File: src/rtl/control.sv
// Single-cycle MIPS-style main decoder with registered outputs.
// Decode of opcode/func is captured on each rising edge; reset low forces a NOP.
module control (
  input  logic       clk,
  input  logic       reset,
  input  logic [5:0] opcode,
  input  logic [5:0] func,
  output logic       ALUSrc1,
  output logic       ALUSrc2,
  output logic [2:0] ALUControl,
  output logic       RegWrite,
  output logic       RegDst,
  output logic       MemRead,
  output logic       MemWrite,
  output logic       Mem2Reg,
  output logic       BranchEq,
  output logic       BranchNeq,
  output logic [1:0] PCSrc
);

  localparam logic [2:0] AluAnd = 3'b000;
  localparam logic [2:0] AluOr  = 3'b001;
  localparam logic [2:0] AluAdd = 3'b010;
  localparam logic [2:0] AluSll = 3'b011;
  localparam logic [2:0] AluNor = 3'b100;
  localparam logic [2:0] AluSrl = 3'b101;
  localparam logic [2:0] AluSub = 3'b110;
  localparam logic [2:0] AluSlt = 3'b111;

  typedef struct packed {
    logic       alu_src1;
    logic       alu_src2;
    logic [2:0] alu_control;
    logic       reg_write;
    logic       reg_dst;
    logic       mem_read;
    logic       mem_write;
    logic       mem2reg;
    logic       branch_eq;
    logic       branch_neq;
    logic [1:0] pc_src;
  } ctrl_t;

  ctrl_t ctrl_d, ctrl_q;

  always_comb begin
    ctrl_d = '0;
    unique case (opcode)
      6'h00: begin
        unique case (func)
          6'h20: begin ctrl_d.reg_write = 1'b1; ctrl_d.reg_dst = 1'b1; ctrl_d.alu_control = AluAdd; end
          6'h22: begin ctrl_d.reg_write = 1'b1; ctrl_d.reg_dst = 1'b1; ctrl_d.alu_control = AluSub; end
          6'h24: begin ctrl_d.reg_write = 1'b1; ctrl_d.reg_dst = 1'b1; ctrl_d.alu_control = AluAnd; end
          6'h25: begin ctrl_d.reg_write = 1'b1; ctrl_d.reg_dst = 1'b1; ctrl_d.alu_control = AluOr;  end
          6'h27: begin ctrl_d.reg_write = 1'b1; ctrl_d.reg_dst = 1'b1; ctrl_d.alu_control = AluNor; end
          6'h2A: begin ctrl_d.reg_write = 1'b1; ctrl_d.reg_dst = 1'b1; ctrl_d.alu_control = AluSlt; end
          6'h00, 6'h02: begin
            // Shifts take operand A from the zero-extended shamt field.
            ctrl_d.reg_write   = 1'b1;
            ctrl_d.reg_dst     = 1'b1;
            ctrl_d.alu_src1    = 1'b1;
            ctrl_d.alu_control = (func == 6'h00) ? AluSll : AluSrl;
          end
          6'h08: begin ctrl_d.pc_src = 2'b10; ctrl_d.alu_control = AluAdd; end
          default: ctrl_d = '0;
        endcase
      end
      6'h23: begin
        ctrl_d.alu_src2    = 1'b1;
        ctrl_d.alu_control = AluAdd;
        ctrl_d.mem_read    = 1'b1;
        ctrl_d.mem2reg     = 1'b1;
        ctrl_d.reg_write   = 1'b1;
      end
      6'h2B: begin
        ctrl_d.alu_src2    = 1'b1;
        ctrl_d.alu_control = AluAdd;
        ctrl_d.mem_write   = 1'b1;
      end
      6'h04: begin ctrl_d.branch_eq  = 1'b1; ctrl_d.alu_control = AluSub; end
      6'h05: begin ctrl_d.branch_neq = 1'b1; ctrl_d.alu_control = AluSub; end
      6'h08: begin ctrl_d.alu_src2 = 1'b1; ctrl_d.reg_write = 1'b1; ctrl_d.alu_control = AluAdd; end
      6'h0A: begin ctrl_d.alu_src2 = 1'b1; ctrl_d.reg_write = 1'b1; ctrl_d.alu_control = AluSlt; end
      6'h0C: begin ctrl_d.alu_src2 = 1'b1; ctrl_d.reg_write = 1'b1; ctrl_d.alu_control = AluAnd; end
      6'h0D: begin ctrl_d.alu_src2 = 1'b1; ctrl_d.reg_write = 1'b1; ctrl_d.alu_control = AluOr;  end
      6'h02: ctrl_d.pc_src = 2'b01;
      default: ctrl_d = '0;
    endcase
  end

  always_ff @(posedge clk) begin
    if (!reset) begin
      ctrl_q <= '0;
    end else begin
      ctrl_q <= ctrl_d;
    end
  end

  assign ALUSrc1    = ctrl_q.alu_src1;
  assign ALUSrc2    = ctrl_q.alu_src2;
  assign ALUControl = ctrl_q.alu_control;
  assign RegWrite   = ctrl_q.reg_write;
  assign RegDst     = ctrl_q.reg_dst;
  assign MemRead    = ctrl_q.mem_read;
  assign MemWrite   = ctrl_q.mem_write;
  assign Mem2Reg    = ctrl_q.mem2reg;
  assign BranchEq   = ctrl_q.branch_eq;
  assign BranchNeq  = ctrl_q.branch_neq;
  assign PCSrc      = ctrl_q.pc_src;

endmodule

File: config.mk
export PLATFORM = sky130hd
export DESIGN_NAME = control
export DESIGN_NICKNAME = d
export VERILOG_FILES = /design/src/rtl/control.sv
export SDC_FILE = /design/constraint.sdc
export NUM_CORES = 1
export LEC_CHECK = 0
export ABC_AREA = 1
export CORE_MARGIN = 3
export CORE_UTILIZATION = 40
export CTS_CLUSTER_SIZE = 28
export DETAILED_ROUTE_END_ITERATION = 7
export PLACE_DENSITY = 0.76
export SLEW_MARGIN = 20
export SYNTH_ARGS = -nofsm -noshare
export SYNTH_HDL_FRONTEND = slang
export SYNTH_SLANG_ARGS = --single-unit
File: constraint.sdc
create_clock -name clk -period 0.9 [get_ports clk]
set_input_delay 0.09 -clock clk [delete_from_list [all_inputs] [get_ports clk]]
set_output_delay 0.09 -clock clk [all_outputs]
set_load 0.01 [all_outputs]
**After elaboration in Yosys (flattened, before gate mapping)**

Cells that the tools add are included.

- Flip-flop bits (word level): 13

- Reduce and logical (&&, ||, !) cells: 10
- Muxes and demuxes: 13
- Eq/ne operators: 17

Operator list:

| cell | count |
|---|---|
| $eq A6 B6 Y1 const B | 8 |
| $eq A6 B4 Y1 const B | 5 |
| $pmux W3 S6 | 1 |
| $pmux W3 S5 | 1 |
| $eq A6 B2 Y1 const B | 2 |
| $eq A6 B3 Y1 const B | 2 |
| $logic_not A6 Y1 | 2 |
| $reduce_or A8 Y1 | 1 |
| $mux W1 | 6 |
| $reduce_or A2 Y1 | 3 |
| $reduce_or A6 Y1 | 1 |
| $reduce_or A5 Y1 | 1 |
| $mux W2 | 2 |
| $pmux W2 S2 | 1 |
| $mux W3 | 1 |
| $reduce_or A3 Y1 | 1 |
| $pmux W1 S2 | 1 |
| $reduce_and A2 Y1 | 1 |

**Logic depth before layout (Yosys ltp)**

Gate-level depths: netlist (run 1).

- Depth in word-level cells: 4
- Gate-level depth with buffers: 8
- Depth with buffers taken out: 8

**Worst setup path before layout (run 1)**

Ideal clock, no wire load.

- Path kind: input to register
- From: in opcode[3]
- To: reg ctrl_q, in the netlist ALUControl[1]
- Data required time: 0.785 ns
- Buffers on the path: 0
- Arrival: 0.591 ns
- Library setup time: 0.115 ns
- Path slack: 0.193 ns
- Stages on the path: 6
- Cell sequence: inv_1 > nor2_2 > o21ai_0 > nand4_1 > nor2_1 > nor2_2

- Word-level cells in the longest chain between the ends: 3
- Elaborated cells on any way between the ends: 11
- Classes of those cells: 7 x eq/ne; 1 x mux; 3 x reduce/logical

RTL lines:

| what | line | source |
|---|---|---|
| start, declared | 6 | `input logic [5:0] opcode,` |
| $eq A6 B4 Y1, or another cell as far along | 48 | `unique case (opcode)` |
| $reduce_or A3 Y1 (no line) or $reduce_or A2 Y1 (tied branches) | - |  |
| $pmux W3 S5 (*) | 48 |  |
| end signal, assigned | 95 | `ctrl_q <= ctrl_d;` |
| end, declared | 44 | `ctrl_t ctrl_d, ctrl_q;` |

Mark *: on every way between the ends. The rest lies on a longest branch, timed or not.
A chain may end at the register's enable or synchronous reset.

**Final worst setup path (run 1)**

- From: in opcode[2]
- To: reg ctrl_q, in the netlist ALUControl[1]

The elaborated chain is that of the path after synthesis.

==> results of run 1 <==
## layout make-up
type	count	area [µm²]	area share (%)
Multi-Input combinational cell	67	388	39.6
Sequential cell	13	260	26.6
Timing Repair Buffer	33	233	23.8
Inverter	14	52.6	5.36
Clock buffer	4	26.3	2.68
Tap cell	16	20.0	2.04
## metrics by stage
stage	power, mW	area (µm²)	cells	setup WS [ns]
4_1_cts	1.12	1040	147	-0.0407
5_1_grt	1.17	980	147	-0.00316
2_1_floorplan	0.679	659	95	0.193
3_3_place_gp	0.793	987	143	-0.400
3_5_place_dp	0.797	987	143	-0.441
6_report	1.11	980	147	0.0613
## path summary, 6_finish.rpt
check | start | end | slack, ns | cells past startpoint
min | opcode[0] | BranchEq | 0.23 | 2
max | opcode[2] | ALUControl[1] | 0.06 | 6
## cells by family after synthesis
family                 count (synthesis)
AND/OR/NAND/NOR                       61
flip-flops                            13
buffers and inverters                 15
AO/OA/AOI/OAI                          6
## worst max-delay path, delay by kind of cell
kind / cells / cell delay, ns
buffers and inverters: 2 / 0.48
and+or+nand+nor: 4 / 0.42
## per-layer routing
metal  share of wire [%]  wire length, µm  vias to the layer above  global-route usage [%]
met1                  42              645                      311                    17.2
met4                   0                0                        0                       0
met5                   0                0                        -                       0
met2                  52              788                       22                    26.9
li1                    -                -                      378                       -
met3                 5.7               87                        0                    3.52
## power groups by stage
stage | Sequential (mW) | Combinational [mW] | Clock [mW]
3_3_place_gp | 0.596 | 0.197 | 0
4_1_cts | 0.583 | 0.198 | 0.341
5_1_grt | 0.583 | 0.222 | 0.365
2_1_floorplan | 0.600 | 0.0786 | 0
6_report | 0.583 | 0.202 | 0.330
3_5_place_dp | 0.596 | 0.201 | 0
## what timing repair did
item / CTS / global route
setup buffers: 0 / 0
hold endpoints to repair: 0 / 0
endpoints found under the setup margin: 23 / 16
pin swaps: 6 / 0
hold buffers: 0 / 0
resized for setup: 56 / 19
## cell usage in the layout (no fill, tap or decap)
cell type and instances:
clkbuf_4 3, nor2_1 15, buf_2 3, and3_4 1, nand2_2 2, nor2_4 6
dfxtp_1 13, buf_4 6, nor3_1 1, inv_1 8, clkdlybuf4s50_1 1, nor2_2 3
o21ai_1 2, dlygate4sd2_1 10, nor3_2 1, o21ai_0 2, nand4_1 3, clkdlybuf4s15_1 2
clkbuf_1 1, nand2_1 11, nand3_2 4, a21oi_1 1, inv_2 6, nand3b_1 1
clkbuf_2 11, a21oi_2 1, nand3_1 13
==> results.json, run 1 <==
{
  "max-clock-path-buffers": 2,
  "gp_congestion": 0.786,
  "final_antenna_net_count": 0,
  "die_area_mm2": 0.00217,
  "clock_power_share_pct": 29.6,
  "wl_per_cell_um": 10.3,
  "end_kind": "register",
  "synth_xor_area_share_pct": 0,
  "max_clock_freq_mhz": 1190,
  "drive_above_1_share_pct": 35.9,
  "synth_top_family_by_area": "simple AND/OR/NAND/NOR gates",
  "drt_iter0_drc": 18,
  "num_vias": 711,
  "hold_viol_final": 0,
  "synthMuxAreaShare_pct": 0,
  "max_slew_margin_pct": 83.0,
  "drv_slew": 0,
  "clk_pin_slew_worst_paths_ns": 0.07,
  "n_fill_cell": 145,
  "grt_pass1_wl_mm": 2.30,
  "internal-power_mw": 0.835,
  "place_hpwl_mm": 1.19,
  "power_density_mw_per_mm2": 1140,
  "period_share_pct": 93.2,
  "numCtsBuffers": 3,
  "path_max_fanout": 4,
  "grt_overflow_total": 0,
  "synth-adder-area-share_pct": 0,
  "synth.area.top_cells": "dfxtp_1 39%, nand3_1 12%, nor2_1 9.1%, inv_1 6.8%, nand2_1 6.8%",
  "grtUsageTotal_pct": 14.4,
  "yosys_warnings": 0,
  "pwr-share-seq_pct": 52.3,
  "synthArstFlopShare_pct": 0,
  "drv_cap": 0,
  "drc": 0,
  "yosysTopAreaCell": "dfxtp_1",
  "cts-root-buf": "clkbuf_4",
  "p_leak_nw": 0.506,
  "yosys.area_share.simple_pct": 46.9,
  "comb_power_share_pct": 18.1,
  "core_area_mm2": 0.00152,
  "status": "complete, no violations",
  "synthesis.area_um2": 659,
  "cp_common_cell": "nand4_1",
  "arrival_ns": 0.99,
  "cts-htree-levels": 1,
  "synth_compound_area_share_pct": 4.55,
  "max_stage_delay_ns": 0.28,
  "crit_chain": "clkdlybuf4s15_1 -> buf_4 -> nand4_1 -> nand4_1 -> nor2_1 -> nor2_2",
  "largest_reg_flops": 3,
  "ys.flop_type": "dfxtp_1",
  "hp-class": "in -> reg",
  "setup_violations": 0,
  "vdd_drop_max_mv": 0.736,
  "start_util_pct": 43.3,
  "min_period_ns": 0.839,
  "startpoint_type": "primary input",
  "yosysUniqueCellTypes": 19,
  "synthTopCellsByCount": "16 x nand3_1, 16 x nor2_1, 13 x dfxtp_1",
  "synthCells": 95,
  "wirelength_mm": 1.52,
  "utilization_pct": 64.3,
  "syn_nets": 109,
  "die-width_um": 46.6,
  "avgSynthCellArea_um2": 6.94,
  "cts_sinks": 13,
  "worstPathRequired_ns": 1.05,
  "io_buffers": 27,
  "power.share.switching_pct": 25.0,
  "netlist.area_leader.share_pct": 39.5,
  "tightestPinTransition_ns": 0.255,
  "switching_power_mw": 0.279,
  "num_rows": 14,
  "grt_start_max_net_pins": 8,
  "area_delta_synth_final_pct": 48.6,
  "cts_tree": "done",
  "synth-edff-count": 0,
  "final_nets": 146,
  "seq_area_frac_synth_pct": 39.5,
  "n_antenna_cell": 0,
  "synth-seq-cells": 13,
  "grt_pass1_vias": 611,
  "die_y_um": 46.6,
  "dr.pass1.iters": 4,
  "critPathKind": "in -> reg",
  "pin_count": 28,
  "slowest_stage": "clkdlybuf4s15_1",
  "antenna_found_initial": 0,
  "via_per_inst": 4.84,
  "whs_ns": 0.233,
  "setup-tns-final_ns": 0
}
Note: power is estimated with default switching activity, not from simulation.
==> inputs of run 2 (changes only) <==
--- a/config.mk
+++ b/config.mk
@@ -11,6 +11,7 @@
 export CTS_CLUSTER_SIZE = 28
 export DETAILED_ROUTE_END_ITERATION = 7
 export PLACE_DENSITY = 0.76
+export REMOVE_ABC_BUFFERS = 1
 export SLEW_MARGIN = 20
 export SYNTH_ARGS = -nofsm -noshare
 export SYNTH_HDL_FRONTEND = slang
==> results.json, run 2 (synthesis results as in run 1) <==
{
  "cts-root-buf": "clkbuf_4",
  "min_to": "BranchEq",
  "die_area_mm2": 0.00217,
  "clk_pin_slew_worst_paths_ns": 0.07,
  "hold_start": "opcode[0]",
  "place_hpwl_mm": 1.19,
  "grt_start_max_net_pins": 8,
  "power_density_mw_per_mm2": 1140,
  "gp_congestion": 0.770,
  "ctsHoldBuffers": 0,
  "io_buffers": 27,
  "max_slew_margin_pct": 81.4,
  "n_fill_cell": 152,
  "n_antenna_cell": 0,
  "critical_path.startpoint": "func[4]",
  "pin_count": 28,
  "rsz0062_at_grt": "false",
  "grtUsageTotal_pct": 15.6,
  "multi_input_area_um2": 383,
  "core_area_mm2": 0.00152,
  "startpoint_type": "primary input",
  "worstPathRequired_ns": 1.12,
  "setup_violations": 0,
  "final_antenna_net_count": 0,
  "tightestPinTransition_ns": 0.279,
  "placed_area_um2": 980,
  "drt_iter0_drc": 14,
  "cts_tree": "done",
  "final_area_um2": 977,
  "drv_cap": 0,
  "vdd_drop_max_mv": 0.774,
  "max-clock-path-buffers": 2,
  "grt_pass1_vias": 658,
  "hp-class": "in -> reg",
  "cts_sinks": 13,
  "die_y_um": 46.6,
  "min_period_ns": 0.804,
  "whs_path_depth": 2,
  "period_share_pct": 89.3,
  "status": "complete, no violations",
  "numCtsBuffers": 3,
  "final_common_cell": "nor2_1",
  "p_leak_nw": 0.513,
  "dr.pass1.iters": 4,
  "final_nets": 146,
  "num_vias": 741,
  "grt_pass1_wl_mm": 2.48,
  "mostFrequentLayoutCells": "14 x nor2_1, 13 x dfxtp_1, 13 x nand3_1",
  "end_kind": "register",
  "hold_viol_final": 0,
  "die-width_um": 46.6,
  "via_per_inst": 5.04,
  "num_rows": 14,
  "wl_per_cell_um": 10.2,
  "worst_slack_ns": 0.0963,
  "wirelength_mm": 1.51,
  "arrival_ns": 1.02,
  "critPathKind": "in -> reg",
  "max_clock_freq_mhz": 1240,
  "grt_overflow_total": 0,
  "post-place-ws_ns": -0.408,
  "drv_slew": 0,
  "cts-htree-levels": 1,
  "area_delta_synth_final_pct": 48.2,
  "drc": 0,
  "path_max_fanout": 3,
  "start_util_pct": 43.3,
  "seq_area_um2": 260,
  "drive_above_1_share_pct": 35.1,
  "largest_reg_flops": 3,
  "antenna_found_initial": 0
}
==> run 2: cell count changes in the layout (fill, tap and decap cells not counted), sizes merged <==
cell           previous run  this run
buf                       9        14
dlygate4sd2              10        11
clkbuf                   15        10
clkdlybuf4s15             2         1
==> run 2: worst max path at each step <==
stage | slack [ns] | depth (start not counted) | to
after floorplan | 0.19 | 6 | ALUControl[1]
after global placement | -0.38 | 7 | ALUControl[1]
after detailed placement | -0.41 | 6 | ALUControl[1]
after CTS | 0.00007 | 1 | PCSrc[0]
after global routing | 0.006 | 6 | ALUControl[0]
final | 0.1 | 6 | RegWrite
==> run 2: worst max-delay path, stage by stage <==
cell	delay [ns]
dlygate4sd2_1	0.27
nor2_1	0.17
nand3_1	0.18
nand3_1	0.16
nand3_2	0.08
nand2_1	0.06
==> run 2: routing by layer <==
layer / up-vias / GRT usage (%) / routed length (µm)
li1: 380 / - / -
met1: 317 / 19.0 / 591
met2: 36 / 26.4 / 752
met3: 8 / 2.34 / 124
met4: 0 / 7.39 / 36
met5: - / 0 / 0
==> run 2: area by class of cell <==
type,count,share of cell area [%]
multi-input cells,67,39.2
flip-flops and latches,13,26.6
repair buffers,33,24.1
inverters,14,5.38
clock buffers,4,2.69
well taps,16,2.05
==> run 2: repair_timing <==
item                       in CTS  in global routing
cloned                          0                  0
setup endpoints to repair      22                 14
buffers inserted                1                  0
pin swaps                       7                  0
gates resized for setup        64                 15
==> run 2: power breakdown <==
part / leakage, nW / internal (mW) / total (mW) / switching (mW)
sequential: 0.105 / 0.581 / 0.583 / 0.00137
clock: 0.0150 / 0.171 / 0.336 / 0.165
combinational: 0.393 / 0.0849 / 0.199 / 0.114
==> run 2: through the flow <==
stage	power (mW)	hold WS [ns]	utilization, %	TNS, ns	cells
final	1.12	0.226	64.1	0	147
after global routing	1.17	0.225	64.1	0	147
after global placement	0.791	0.780	64.3	-4.03	142
after detailed placement	0.795	0.779	64.3	-4.34	142
after CTS	1.13	0.223	68.0	0	147
after floorplan	0.678	0.167	-	0	94
